### src/rtl/en_change_capture.sv
// en_change_capture: multi-channel change-triggered capture register with a
// round-robin event queue on one valid/ready output.
//
// Ports:
//   clk, reset        rising-edge clock, synchronous active-high reset
//   d, en             per-channel data and tag vectors (channel i at i*W +: W)
//   mode              0 any change, 1 change to nonzero, 2 change to all-ones, 3 frozen
//   clr_cnt           clears capture counters and overflow flags
//   is_diff           combinational tag-change indication per channel
//   q, chg_cnt        last captured data and saturating capture count per channel
//   overflow          sticky flag: a pending event was overwritten before delivery
//   evt_*             registered event output (channel + data), valid/ready handshake
module en_change_capture #(
    parameter int CH   = 4,
    parameter int DW   = 8,
    parameter int EW   = 5,
    parameter int CNTW = 8
) (
    input  logic                  clk,
    input  logic                  reset,
    input  logic [CH*DW-1:0]      d,
    input  logic [CH*EW-1:0]      en,
    input  logic [1:0]            mode,
    input  logic                  clr_cnt,
    output logic [CH-1:0]         is_diff,
    output logic [CH*DW-1:0]      q,
    output logic [CH*CNTW-1:0]    chg_cnt,
    output logic [CH-1:0]         overflow,
    output logic                  evt_valid,
    input  logic                  evt_ready,
    output logic [$clog2(CH)-1:0] evt_ch,
    output logic [DW-1:0]         evt_data
);
    localparam int PW = $clog2(CH);

    logic [CH*EW-1:0] prev_en;
    logic [CH-1:0]    pend;
    logic [DW-1:0]    pend_data [CH];
    logic [PW-1:0]    rr_ptr;
    logic [CH-1:0]    trg;
    logic [CH-1:0]    take;
    logic [PW-1:0]    sel;
    logic [PW-1:0]    idx;
    logic             found;
    logic             load;
    int               j;

    always_comb begin
        is_diff = '0;
        trg     = '0;
        for (int i = 0; i < CH; i++) begin
            is_diff[i] = |(prev_en[i*EW +: EW] ^ en[i*EW +: EW]);
            trg[i] = (mode == 2'd0) ? is_diff[i] :
                     (mode == 2'd1) ? is_diff[i] && (|en[i*EW +: EW]) :
                     (mode == 2'd2) ? is_diff[i] && (&en[i*EW +: EW]) : 1'b0;
        end
    end

    // Round-robin search over pending channels, starting at rr_ptr.
    // Uses pend as registered, so a trigger this cycle is eligible next cycle.
    always_comb begin
        found = 1'b0;
        sel   = '0;
        idx   = '0;
        j     = 0;
        for (int k = 0; k < CH; k++) begin
            j = int'(rr_ptr) + k;
            if (j >= CH) j = j - CH;
            idx = PW'(j);
            if (!found && pend[idx]) begin
                found = 1'b1;
                sel   = idx;
            end
        end
    end

    assign load = !evt_valid || evt_ready;

    always_comb begin
        take = '0;
        for (int i = 0; i < CH; i++) take[i] = load && found && (sel == PW'(i));
    end

    always_ff @(posedge clk) begin
        if (reset) begin
            prev_en   <= '0;
            q         <= '0;
            pend      <= '0;
            chg_cnt   <= '0;
            overflow  <= '0;
            evt_valid <= 1'b0;
            evt_ch    <= '0;
            evt_data  <= '0;
            rr_ptr    <= '0;
            for (int i = 0; i < CH; i++) pend_data[i] <= '0;
        end else begin
            for (int i = 0; i < CH; i++) begin
                // prev_en follows every change, qualified or not, unless frozen
                if (mode != 2'd3 && is_diff[i]) prev_en[i*EW +: EW] <= en[i*EW +: EW];
                if (trg[i]) begin
                    q[i*DW +: DW] <= d[i*DW +: DW];
                    pend_data[i]  <= d[i*DW +: DW];
                end
                // A trigger on a channel being handed to the output keeps it pending
                pend[i] <= trg[i] || (pend[i] && !take[i]);
                overflow[i] <= clr_cnt ? 1'b0 : overflow[i] || (trg[i] && pend[i] && !take[i]);
                if (clr_cnt)
                    chg_cnt[i*CNTW +: CNTW] <= trg[i] ? CNTW'(1) : '0;
                else if (trg[i] && !(&chg_cnt[i*CNTW +: CNTW]))
                    chg_cnt[i*CNTW +: CNTW] <= chg_cnt[i*CNTW +: CNTW] + CNTW'(1);
            end
            if (load) begin
                evt_valid <= found;
                if (found) begin
                    evt_ch   <= sel;
                    evt_data <= pend_data[sel];
                    rr_ptr   <= (sel == PW'(CH - 1)) ? '0 : sel + 1'b1;
                end
            end
        end
    end
endmodule
### config.mk
export PLATFORM = sky130hd
export DESIGN_NAME = en_change_capture
export DESIGN_NICKNAME = d
export VERILOG_FILES = /design/src/rtl/en_change_capture.sv
export SDC_FILE = /design/constraint.sdc
export NUM_CORES = 1
export LEC_CHECK = 0
export BUFFER_PORTS_ARGS = -buffer_cell sky130_fd_sc_hd__buf_2
export CAP_MARGIN = 20
export CORE_MARGIN = 4
export CORE_UTILIZATION = 45
export CTS_CLUSTER_DIAMETER = 100
export DETAILED_ROUTE_END_ITERATION = 8
export GPL_TIMING_DRIVEN = 0
export HOLD_SLACK_MARGIN = 0.12
export PLACE_DENSITY = 0.69
export SLEW_MARGIN = 15
export SYNTH_ARGS = -nofsm -noshare
export SYNTH_HDL_FRONTEND = slang
export SYNTH_SLANG_ARGS = --single-unit
### constraint.sdc
create_clock -name clk -period 2.4 [get_ports clk]
set_input_delay 0.72 -clock clk [delete_from_list [all_inputs] [get_ports clk]]
set_output_delay 0.72 -clock clk [all_outputs]
set_load 0.01 [all_outputs]
==> flow_metrics.py <==
metrics = {
    "run_status": {
        "outcome": "finished clean",
    },
    "cts": {
        "clk_pin_slew_worst_paths_ns": 0.06,
        "cts_hold_buf": 0,
        "clk_latency_ns": 0.42,
        "clock_path_buffers": 2,
        "cts_buffers": 17,
        "cts_sinks": 137,
        "h-tree-depth": 4,
        "cts_root_buffer": "clkbuf_16",
        "cts_tree": "yes",
    },
    "timing": {
        "fin_crit_sh_pct": 98.0,
        "hold_viol": 0,
        "relSlewSlack_pct": 52.9,
        "rsz0062_at_grt": "no",
        "final_max_slew_viol_count": 0,
        "clock_skew_ns": 0.00728,
        "max_freq_mhz": 425,
        "worst_pin_slew_ns": 0.704,
        "report.final.setup_viol": 0,
        "fin_crit_ns": 2.35,
    },
    "synth": {
        "synth_flop_cell": "dfxtp_1",
        "synth_area_leader_cell": "dfxtp_1",
        "yosysWarnings": 0,
        "netlist_area_um2": 6010,
        "yosys-top-cells-area": "dfxtp_1 (35%), edfxtp_1 (16%), mux2i_1 (8.2%)",
        "syn-num-nets": 694,
        "avgSynthCellArea_um2": 9.57,
        "netlist.area_leader.share_pct": 35.0,
        "synth_cell_types": 49,
        "netlist_instances": 628,
        "seq_area_frac_synth_pct": 50.9,
        "ys_ff_latch": 137,
        "ys_top_cells_by_count": "dfxtp_1 (105), nor2_1 (80), nand2_1 (67)",
        "yosysMostFrequentCell": "dfxtp_1",
        "synth_edf_count": 32,
        "async_flop_share_pct": 0,
    },
    "worst_setup_path": {
        "reg2reg_depth": 11,
        "setup.worst_path.start_class": "input pin",
        "reg2reg_from": "pend[3]",
        "required_ns": 1.68,
        "endpoint_kind": "primary output",
        "cp_max_fo": 6,
        "path_class": "input pin to primary output",
        "r2r_slack_ns": 0.22,
        "arrival_ns": 1.63,
        "r2r_end": "overflow[1]",
    },
    "global_route": {
        "grt-ovfl-total": 0,
        "grt_max_degree": 17,
        "grt_usage_pct": 20.5,
        "grt_pass1_vias": 4831,
        "antenna_found_initial": 0,
        "grt_pass1_wl_um": 24100,
    },
    "die": {
        "die_area_um2": 15300,
        "fp-row-count": 41,
        "die_width_um": 124,
        "ios": 141,
        "core_area_um2": 12800,
        "fp.dieH_um": 124,
        "initial_utilization_pct": 46.9,
    },
    "detailed_routing": {
        "dr.pass1.iters": 7,
        "wirelength_um": 15100,
        "wire_per_inst_um": 15.6,
        "viasPerCell": 5.16,
        "vias": 4997,
        "drcViolationCount": 0,
        "drtIter0Drc": 268,
        "ant_nets": 0,
    },
    "cells_and_area": {
        "nFillCells": 1146,
        "instances_no_fill": 969,
        "area_delta_synth_final_pct": 25.4,
        "layout-drive-gt1-share_pct": 23.7,
        "diodes": 0,
        "regArea_um2": 3060,
        "multiInputGateArea_um2": 2770,
        "fin_nets": 850,
    },
    "place": {
        "dp_hpwl_um": 11200,
        "dp.cells": 938,
        "gp_congestion": 0.870,
        "io_buffers": 138,
    },
    "min_path": {
        "holdPathEnd": "evt_ch[1]",
        "hp-class": "register to register",
        "min_from": "evt_ch[1]",
        "holdPathStages": 2,
    },
    "flow_run": {
        "drv_cap": 0,
    },
    "power_and_ir_drop": {
        "ir_worst_vdd_uv": 430,
        "power_leakage_nw": 3.41,
        "power_density_nw_per_um2": 798,
        "power_w": 0.00602,
    },
}
per-layer routing:
layer,vias up,share of wire (%),global-route usage [%]
met3,24,6.1,5.13
met1,2315,44,26.8
met2,162,47,31.9
met4,0,2.0,9.69
met5,-,0,0
li1,2496,-,-
repair_timing:
| item | CTS | global route |
|---|---|---|
| setup buffers | 0 | 0 |
| setup endpoints to repair | 1 | 24 |
| pin swaps | 0 | 1 |
| gates resized for setup | 1 | 6 |
cell type report:
type                       count  share of cell area [%]
timing repair buffer         138                    9.16
clock inverter                11                    1.78
multi-input combinational    446                    36.8
clock buffer                  21                    6.26
inverter                      13                   0.647
buffer                        31                    1.91
sequential                   137                    40.6
tap                          172                    2.86
flip-flops by register name, summed over array words and instances (netlist names):
register,count
evt_valid,1
pend,4
q,32
overflow,4
prev_en,20
rr_ptr,2
evt_data,8
pend_data,32
evt_ch,2
chg_cnt,32
worst max-delay path by stage:
stage,endpoint,startpoint,slack (ns)
floorplan,chg_cnt[3],mode[0],0.13
global placement,pend_data[2][5],en[14],-0.27
detailed placement,pend_data[2][5],en[14],-0.27
CTS,is_diff[1],en[9],0.03
global route,is_diff[3],en[16],0.002
finish,is_diff[1],en[9],0.05
through the flow:
stage	hold slack [ns]	cell area [um2]	TNS (ns)	setup WS, ns	utilization (%)
floorplan	0.444	6010	0	0.126	-
global placement	0.446	6920	-12.26	-0.272	53.9
detailed placement	0.446	6920	-14.06	-0.274	53.9
CTS	0.454	7520	0	0.0303	58.6
global route	0.490	7540	0	0.00198	58.8
finish	0.456	7540	0	0.0481	58.8
where the power goes:
group | switching (W) | internal, W
clock | 0.00100 | 0.00163
combinational | 0.000453 | 0.000320
sequential | 0.0000930 | 0.00252
total | 0.00155 | 0.00447
critical path: stages:
cell	delay, ns
buf_2	0.13
xor2_1	0.14
nor3_1	0.18
and3_4	0.25
inv_1	0.07
buf_2	0.14
layout by cell type (no fill, tap or decap), types with 18 or more instances in the layout:
cell         n
nor2_1      80
dfxtp_1    105
mux2i_1     49
clkbuf_1    18
nand2_1     67
clkbuf_16   18
a21oi_1     40
xnor2_1     23
buf_2      144
nand3_1     18
and2_1      33
edfxtp_1    32
logic make-up (layout without fill, tap and decap cells):
kind of cell,count (synthesis),in the layout,share of synthesized area [%]
xor+xnor,35,35,5.10
simple gates,272,272,22.2
mux,49,49,8.16
fa+ha+maj,8,8,1.66
buf+inv,45,214,3.14
flops,137,137,50.9
compound gates,82,82,8.82
Power figures use the tool's default switching activity.
